### src/rtl/spdif_bmc_rx.sv
// S/PDIF biphase-mark receive front end: pulse-width measurement, S/M/L
// classification, B/M/W preamble detection and 28-slot subframe decode.
module spdif_bmc_rx #(
   parameter int SHORT_MAX  = 9,
   parameter int MEDIUM_MAX = 15,
   parameter int LONG_MAX   = 24
) (
   input  logic        clk,
   input  logic        reset,
   input  logic        spdif,
   output logic [27:0] subframe_data,
   output logic [1:0]  preamble,
   output logic        parity_ok,
   output logic        subframe_valid,
   output logic        fault,
   output logic        locked
);

   typedef enum logic [1:0] {ST_HUNT, ST_PRE, ST_DATA, ST_SYNC} state_t;
   typedef enum logic [1:0] {PW_S, PW_M, PW_L, PW_X} pw_t;

   localparam logic [4:0] W_SHORT  = 5'(SHORT_MAX);
   localparam logic [4:0] W_MEDIUM = 5'(MEDIUM_MAX);
   localparam logic [4:0] W_LONG   = 5'(LONG_MAX);
   localparam logic [4:0] W_TMO    = 5'(LONG_MAX + 1);
   localparam logic [4:0] W_SAT    = 5'd31;

   // input register, width counter and the edge/width pipeline stage
   logic        spdif_q;
   logic [4:0]  cnt_q, cnt_d;
   logic        edge_q, edge_d;
   logic [4:0]  width_q, width_d;
   pw_t         pw;

   // decoder state
   state_t      state_q, state_d;
   logic [1:0]  pidx_q, pidx_d;
   pw_t         p2_q, p2_d, p3_q, p3_d;
   logic        half_q, half_d;
   logic [4:0]  slot_q, slot_d;
   logic [27:0] shift_q, shift_d;
   logic [1:0]  pre_q, pre_d;
   logic        take_bit;
   logic        bit_val;

   // registered outputs
   logic [27:0] data_q, data_d;
   logic [1:0]  preamble_q, preamble_d;
   logic        parity_q, parity_d;
   logic        valid_q, valid_d;
   logic        fault_q, fault_d;
   logic        locked_q, locked_d;

   // Edge detect against the registered line; the width of the pulse that just
   // closed is captured so classification happens one cycle after the edge.
   always_comb begin
      edge_d  = spdif ^ spdif_q;
      width_d = width_q;
      cnt_d   = cnt_q;
      if (edge_d) begin
         width_d = cnt_q;
         cnt_d   = 5'd1;
      end else if (cnt_q != W_SAT) begin
         cnt_d = cnt_q + 5'd1;
      end
   end

   // Classify the captured pulse width into 1, 2 or 3 UI (or out of range).
   always_comb begin
      if (width_q <= W_SHORT)       pw = PW_S;
      else if (width_q <= W_MEDIUM) pw = PW_M;
      else if (width_q <= W_LONG)   pw = PW_L;
      else                          pw = PW_X;
   end

   // Decoder FSM next state: preamble matching, bit assembly, subframe close.
   always_comb begin
      state_d    = state_q;
      pidx_d     = pidx_q;
      p2_d       = p2_q;
      p3_d       = p3_q;
      half_d     = half_q;
      slot_d     = slot_q;
      shift_d    = shift_q;
      pre_d      = pre_q;
      data_d     = data_q;
      preamble_d = preamble_q;
      parity_d   = parity_q;
      valid_d    = 1'b0;
      fault_d    = 1'b0;
      take_bit   = 1'b0;
      bit_val    = 1'b0;
      if (state_q != ST_HUNT && cnt_q == W_TMO) begin
         // line stopped toggling: drop the partial subframe once
         fault_d = 1'b1;
         state_d = ST_HUNT;
         half_d  = 1'b0;
      end else if (edge_q) begin
         case (state_q)
            ST_HUNT: begin
               if (pw == PW_L) begin
                  state_d = ST_PRE;
                  pidx_d  = 2'd1;
               end
            end
            ST_PRE: begin
               if (pidx_q == 2'd1) begin
                  p2_d   = pw;
                  pidx_d = 2'd2;
               end else if (pidx_q == 2'd2) begin
                  p3_d   = pw;
                  pidx_d = 2'd3;
               end else begin
                  state_d = ST_DATA;
                  slot_d  = 5'd0;
                  half_d  = 1'b0;
                  if (p2_q == PW_S && p3_q == PW_S && pw == PW_L)      pre_d = 2'd0;
                  else if (p2_q == PW_L && p3_q == PW_S && pw == PW_S) pre_d = 2'd1;
                  else if (p2_q == PW_M && p3_q == PW_S && pw == PW_M) pre_d = 2'd2;
                  else begin
                     fault_d = 1'b1;
                     state_d = ST_HUNT;
                  end
               end
            end
            ST_DATA: begin
               if (pw == PW_M && !half_q) begin
                  take_bit = 1'b1;
               end else if (pw == PW_S && !half_q) begin
                  half_d = 1'b1;
               end else if (pw == PW_S && half_q) begin
                  take_bit = 1'b1;
                  bit_val  = 1'b1;
                  half_d   = 1'b0;
               end else begin
                  fault_d = 1'b1;
                  state_d = ST_HUNT;
                  half_d  = 1'b0;
               end
               if (take_bit) begin
                  // LSB-first on the wire: newest bit enters at the top
                  shift_d = {bit_val, shift_q[27:1]};
                  slot_d  = slot_q + 5'd1;
                  if (slot_q == 5'd27) state_d = ST_SYNC;
               end
            end
            default: begin
               if (pw == PW_L) begin
                  // closing L doubles as the first pulse of the next preamble
                  data_d     = shift_q;
                  preamble_d = pre_q;
                  parity_d   = ~^shift_q;
                  valid_d    = 1'b1;
                  state_d    = ST_PRE;
                  pidx_d     = 2'd1;
               end else begin
                  fault_d = 1'b1;
                  state_d = ST_HUNT;
               end
            end
         endcase
      end
      locked_d = valid_d ? 1'b1 : (fault_d ? 1'b0 : locked_q);
   end

   // All state and outputs registered; reset returns straight to HUNT.
   always_ff @(posedge clk or posedge reset) begin
      if (reset) begin
         spdif_q    <= 1'b0;
         cnt_q      <= 5'd0;
         edge_q     <= 1'b0;
         width_q    <= 5'd0;
         state_q    <= ST_HUNT;
         pidx_q     <= 2'd0;
         p2_q       <= PW_S;
         p3_q       <= PW_S;
         half_q     <= 1'b0;
         slot_q     <= 5'd0;
         shift_q    <= 28'd0;
         pre_q      <= 2'd0;
         data_q     <= 28'd0;
         preamble_q <= 2'd0;
         parity_q   <= 1'b0;
         valid_q    <= 1'b0;
         fault_q    <= 1'b0;
         locked_q   <= 1'b0;
      end else begin
         spdif_q    <= spdif;
         cnt_q      <= cnt_d;
         edge_q     <= edge_d;
         width_q    <= width_d;
         state_q    <= state_d;
         pidx_q     <= pidx_d;
         p2_q       <= p2_d;
         p3_q       <= p3_d;
         half_q     <= half_d;
         slot_q     <= slot_d;
         shift_q    <= shift_d;
         pre_q      <= pre_d;
         data_q     <= data_d;
         preamble_q <= preamble_d;
         parity_q   <= parity_d;
         valid_q    <= valid_d;
         fault_q    <= fault_d;
         locked_q   <= locked_d;
      end
   end

   assign subframe_data  = data_q;
   assign preamble       = preamble_q;
   assign parity_ok      = parity_q;
   assign subframe_valid = valid_q;
   assign fault          = fault_q;
   assign locked         = locked_q;

endmodule
### config.mk
export PLATFORM = sky130hd
export DESIGN_NAME = spdif_bmc_rx
export DESIGN_NICKNAME = d
export VERILOG_FILES = /design/src/rtl/spdif_bmc_rx.sv
export SDC_FILE = /design/constraint.sdc
export NUM_CORES = 1
export LEC_CHECK = 0
export BUFFER_PORTS_ARGS = -buffer_cell sky130_fd_sc_hd__buf_2
export CORE_ASPECT_RATIO = 0.75
export CORE_MARGIN = 1.5
export CORE_UTILIZATION = 53
export DETAILED_ROUTE_END_ITERATION = 8
export GPL_ROUTABILITY_DRIVEN = 0
export PLACE_DENSITY = 0.75
export SKIP_CTS_REPAIR_TIMING = 1
export SYNTH_ARGS = -nofsm -noshare
export SYNTH_HDL_FRONTEND = slang
export SYNTH_SLANG_ARGS = --single-unit
### constraint.sdc
create_clock -name clk -period 2.5 [get_ports clk]
set_input_delay 0.25 -clock clk [delete_from_list [all_inputs] [get_ports clk]]
set_output_delay 0.25 -clock clk [all_outputs]
set_load 0.005 [all_outputs]
==> results_dict.tcl, run 1 <==
set metrics [dict create \
    status "finished with violations" \
    violations "hold timing" \
    synthFlopType "dfrtp_1" \
    whs_ns -0.000185 \
    dieArea_um2 8350 \
    yosysWarningCount 0 \
    finish.net_count 379 \
    irDropWorstVdd_uv 469 \
    dp_slack_ns 0.281 \
    initial_utilization 0.554 \
    synth_cell_type_count 41 \
    grt_max_degree 91 \
    synth_common_cells "90 x dfrtp_1, 67 x mux2_2, 26 x xnor2_1, 21 x nor2_1" \
    critPathLaunchType "flop" \
    pwr_density_cell_nw_per_um2 658 \
    setup_violations 0 \
    routedWlPerCell_um 14.8 \
    n_antenna_cell 0 \
    crit_path_end_kind "flop" \
    grt_pass1_wl_mm 11.9 \
    ant_nets 0 \
    die_h_um 79.5 \
    vias 2531 \
    arrival_ns 2.48 \
    cp_max_fo 35 \
    synth_top_area_frac 0.544 \
    area_growth_pct 12.2 \
    grt_overflow_total 0 \
    period_needed_ns 2.25 \
    ys_top_cells_by_area "dfrtp_1 54%, mux2_2 18%, xnor2_1 5.5%" \
    htree_levels 3 \
    slew_violations 0 \
    fin_ws_ns 0.254 \
    antenna_found_initial 0 \
    rsz0062_at_grt "no" \
    drive_above_1_share 0.355 \
    firstDrtPassIters 4 \
    routed.top_layer "met4" \
    drt_wl_total_mm 7.03 \
    drt-met1-wl_mm 3.53 \
    yosys.area.top_type "dfrtp_1" \
    syn_nets 338 \
    via_per_inst 5.32 \
    hp-class "input pin to async pin" \
    synth_edf_count 0 \
    cts_tree "done" \
    postSynthAreaPerCell_um2 12.6 \
    cts_buffers 9 \
    core_um2 7470 \
    ios 37 \
    fin_skew_ns 0.0124 \
    initialDrtViolationCount 139 \
    critical_path_class "flop to flop" \
    max_freq_mhz 445 \
    max_slew_margin 0.673 \
    hold_viol_final 1 \
    clock_latency_ns 0.36 \
    crit-reg2reg-launch "width_q[2]" \
    clock-sinks 90 \
    chipWidth_um 105 \
    tightest_slew_ns 0.486 \
    clock-root-buffer "clkbuf_8" \
    synth.cell_area_um2 4140 \
    total_power_w 0.00305 \
    setup_tns_ns 0 \
    worstPathRequired_ns 2.74 \
    drc 0 \
    maxCapViolCount 0 \
    yosysSeqAreaShare 0.544 \
    syn_inst 329 \
    port_buffers 36 \
    cts_buffer_depth 2 \
    rows 27 \
    grt_use_total 0.183 \
    ff2ff_setup_slack_ns 0.25 \
    worstRegToRegCells 6 \
    finalCritPeriodShare 0.898 \
    synth_seq_cells 90 \
    wl_met2_mm 3.19 \
    total_leakage_power_nw 2.25 \
    grt_pass1_vias 2399 \
    met3_length_um 269 \
    yosysMostFrequentCell "dfrtp_1" \
    r2r-end "shift_q[8]" \
    async_reset_ff_frac 1.00 \
    hpwl_mm 4.82 \
    cts.clk_slew.worst_paths_ns 0.09 \
]
## per-layer routing
layer  global-route usage  vias to the layer above
li1                     -                     1236
met1                0.262                     1240
met2                0.268                       51
met3               0.0539                        4
met4               0.0575                        0
met5                    0                        -
## worst max-delay path by stage
stage / slack [ns] / end / cells after the start / start
6_report: 0.25 / shift_q[8] / 6 / width_q[2]
4_1_cts: 0.26 / shift_q[8] / 6 / width_q[2]
2_1_floorplan: 0.52 / shift_q[10] / 7 / width_q[2]
3_5_place_dp: 0.28 / shift_q[11] / 6 / width_q[2]
5_1_grt: 0.15 / shift_q[23] / 6 / width_q[2]
3_3_place_gp: 0.42 / subframe_data[10] / 6 / width_q[1]
## where the power goes
| part | leakage [nW] | switching [W] | internal (W) |
|---|---|---|---|
| clock | 0.0962 | 0.000510 | 0.000495 |
| combinational | 0.930 | 0.000219 | 0.000194 |
| sequential | 1.23 | 0.000103 | 0.00153 |
## state kept, by name (all words and copies together), names as in the netlist, 2 cells and up
signal	cells
cnt_q	5
p2_q	2
p3_q	2
pidx_q	2
pre_q	2
preamble	2
shift_q	28
slot_q	5
state_q	2
subframe_data	28
width_q	5
## metrics by stage
step	hold slack, ns	cells	area, µm²	util
final	-0.000185	476	4640	0.622
after detailed placement	0.382	459	4430	0.593
after CTS	-0.00104	475	4630	0.620
after floorplan	0.281	329	4140	-
after global placement	0.384	459	4430	0.593
after global routing	0.0364	476	4640	0.622
## kinds of logic (layout without fill, tap and decap cells)
logic type	after synthesis	count (layout)	share of synthesized area
adder cells (fa/ha/maj)	6	6	0.0181
buffers and inverters	25	71	0.0336
multiplexers	68	68	0.185
XOR/XNOR	32	32	0.0677
AND/OR/NAND/NOR	64	64	0.0801
AO/OA/AOI/OAI	44	44	0.0714
flip-flops	90	90	0.544
## cell type report
type,count,area (µm²)
inverters,12,48.8
clock inverters,5,62.6
multi-input cells,214,1750
clock buffers,11,141
flip-flops and latches,90,2250
fillers,581,2830
repair buffers,43,260
well taps,101,126
## worst max-delay path, stage by stage (launching register included)
cell and delay (ns):
dfrtp_1 0.44, a211oi_1 0.41, o21ai_0 0.24, a21oi_4 0.23, and3_1 0.23, buf_12 0.22, mux2_2 0.35
## placed cells by master (no fill, tap or decap), types with 2 or more instances in the layout
cell,count
and3_1,2
buf_4,4
mux2_2,67
or2_2,2
clkbuf_8,10
xor2_1,6
nand2_1,10
buf_2,36
buf_12,2
nor2_1,20
a21oi_1,9
a31o_2,2
o31ai_1,3
o21a_1,3
nor2b_1,3
nand4_1,3
nand4b_1,3
clkinvlp_4,3
nand3_1,7
a32oi_1,3
o2bb2ai_1,2
inv_1,11
nor3_1,3
and2_1,4
nor4b_1,2
o211ai_1,2
dfrtp_1,90
o22ai_1,2
o21ai_0,12
ha_1,6
xnor2_1,26
(Power assumes the default switching activity.)
==> run 2, diff against run 1 <==
BUFFER_PORTS_ARGS = -buffer_cell sky130_fd_sc_hd__clkbuf_2   (was -buffer_cell sky130_fd_sc_hd__buf_2)
==> run 2 against run 1 <==
The flow now finishes without violations. Non-clock buffer count down 2. Highest routed layer unchanged. Clock power about the same. Worst hold slack better by 0.016 ns. Critical path depth stayed put. Count of clock-buffer cells in the layout down 1. Final cell count shrank 0.42%. Sequential share of layout area grew 0.10 points. Design area down 0.22%. Critical endpoint is now shift_q[23]. First-iteration DRC count down 32%. Die area stayed put. Maximum frequency increased by 1.2%. Via count about the same.
==> results_dict.tcl, run 2 (same netlist as run 1, synthesis figures left out) <==
set metrics [dict create \
    drive_above_1_share 0.357 \
    finalCritPeriodShare 0.888 \
    dieArea_um2 8350 \
    clock_latency_ns 0.35 \
    stdcell_count 474 \
    worstRegToRegCells 6 \
    ff2ff_setup_slack_ns 0.28 \
    cts_buffer_depth 2 \
    core_um2 7470 \
    n_antenna_cell 0 \
    grt_overflow_total 0 \
    total_power_w 0.00307 \
    tightest_slew_ns 0.496 \
    critical_path_class "flop to flop" \
    r2r-end "shift_q[23]" \
    routed.top_layer "met4" \
    rsz0062_at_grt "no" \
    port_buffers 36 \
    setup_tns_ns 0 \
    ios 37 \
    drc 0 \
    grt_use_total 0.185 \
    clock-sinks 90 \
    clock-root-buffer "clkbuf_8" \
    status "finished clean" \
    max_slew_margin 0.666 \
    antenna_found_initial 0 \
    ant_nets 0 \
    crit_path_end_kind "flop" \
    routedWlPerCell_um 14.9 \
    cts.clk_slew.worst_paths_ns 0.09 \
    chipWidth_um 105 \
    mostFrequentLayoutCell "dfrtp_1" \
    slew_violations 0 \
    final_cell_mix "90 x dfrtp_1, 67 x mux2_2, 36 x clkbuf_2" \
    initial_utilization 0.554 \
    maxCapViolCount 0 \
    hp-class "input pin to async pin" \
    hpwl_mm 4.83 \
    max_freq_mhz 451 \
    drt-met1-wl_mm 3.54 \
    wl_met2_mm 3.19 \
    htree_levels 3 \
    nFillCells 610 \
    final_util 0.620 \
    grt_max_degree 91 \
    arrival_ns 2.45 \
    firstDrtPassIters 4 \
    irDropWorstVdd_uv 384 \
    drt_wl_total_mm 7.05 \
    place_inst 458 \
    grt_pass1_wl_mm 12.1 \
    pwr_density_cell_nw_per_um2 663 \
    critPathLaunchType "flop" \
    rows 27 \
    area_growth_pct 11.9 \
    met3_length_um 265 \
    total_leakage_power_nw 2.22 \
    vias 2532 \
    setup_violations 0 \
    via_per_inst 5.34 \
    cp_max_fo 35 \
    finish.net_count 377 \
    cts_tree "done" \
    crit-reg2reg-launch "width_q[4]" \
    initialDrtViolationCount 94 \
    cts_buffers 9 \
    die_h_um 79.5 \
    period_needed_ns 2.22 \
    fin_skew_ns 0.0110 \
    hold_viol_final 0 \
    worstPathRequired_ns 2.73 \
    grt_pass1_vias 2498 \
]
[run 2: cell types whose count changed in the layout (fill, tap and decap cells not counted), sizes merged]
cell         previous run  this run
dlygate4sd3             1         0
inv                    12        13
clkbuf                 11        46
buf                    42         5
[run 2: per-layer routing]
| layer | track usage | vias up |
|---|---|---|
| li1 | - | 1231 |
| met3 | 0.0522 | 8 |
| met4 | 0.0507 | 0 |
| met1 | 0.263 | 1246 |
| met5 | 0 | - |
| met2 | 0.280 | 47 |
[run 2: how the worst max path moves through the flow]
stage,start,slack [ns],to,cells after the start
2_1_floorplan,width_q[2],0.52,shift_q[10],7
3_3_place_gp,width_q[4],0.35,shift_q[16],6
3_5_place_dp,width_q[4],0.30,shift_q[23],6
4_1_cts,width_q[4],0.28,shift_q[23],6
5_1_grt,width_q[4],0.16,shift_q[23],6
6_report,width_q[4],0.28,shift_q[23],6
[run 2: worst max-delay path: stages, from the launching register on]
cell,delay (ns)
dfrtp_1,0.50
a211oi_1,0.38
o21ai_0,0.20
a21oi_4,0.21
and3_1,0.23
buf_12,0.22
mux2_2,0.36
[run 2: layout make-up]
class,instances,area (µm²),area share
well taps,101,126,0.0273
clock buffers,10,138,0.0297
inverters,12,48.8,0.0105
multi-input cells,214,1750,0.378
repair buffers,41,243,0.0524
flip-flops and latches,90,2250,0.486
clock inverters,6,73.8,0.0159
[run 2: where the power goes]
| part | internal, W | switching, W |
|---|---|---|
| Clock | 0.000501 | 0.000523 |
| Combinational | 0.000194 | 0.000213 |
| Sequential | 0.00153 | 0.000105 |
[run 2: through the flow]
stage               worst slack [ns]  cell area, µm²  hold slack, ns
global route                   0.157            4630         0.00791
detailed placement             0.305            4420           0.390
CTS                            0.284            4630         0.00694
global placement               0.346            4420           0.386
floorplan                      0.522            4140           0.281
finish                         0.281            4630          0.0156
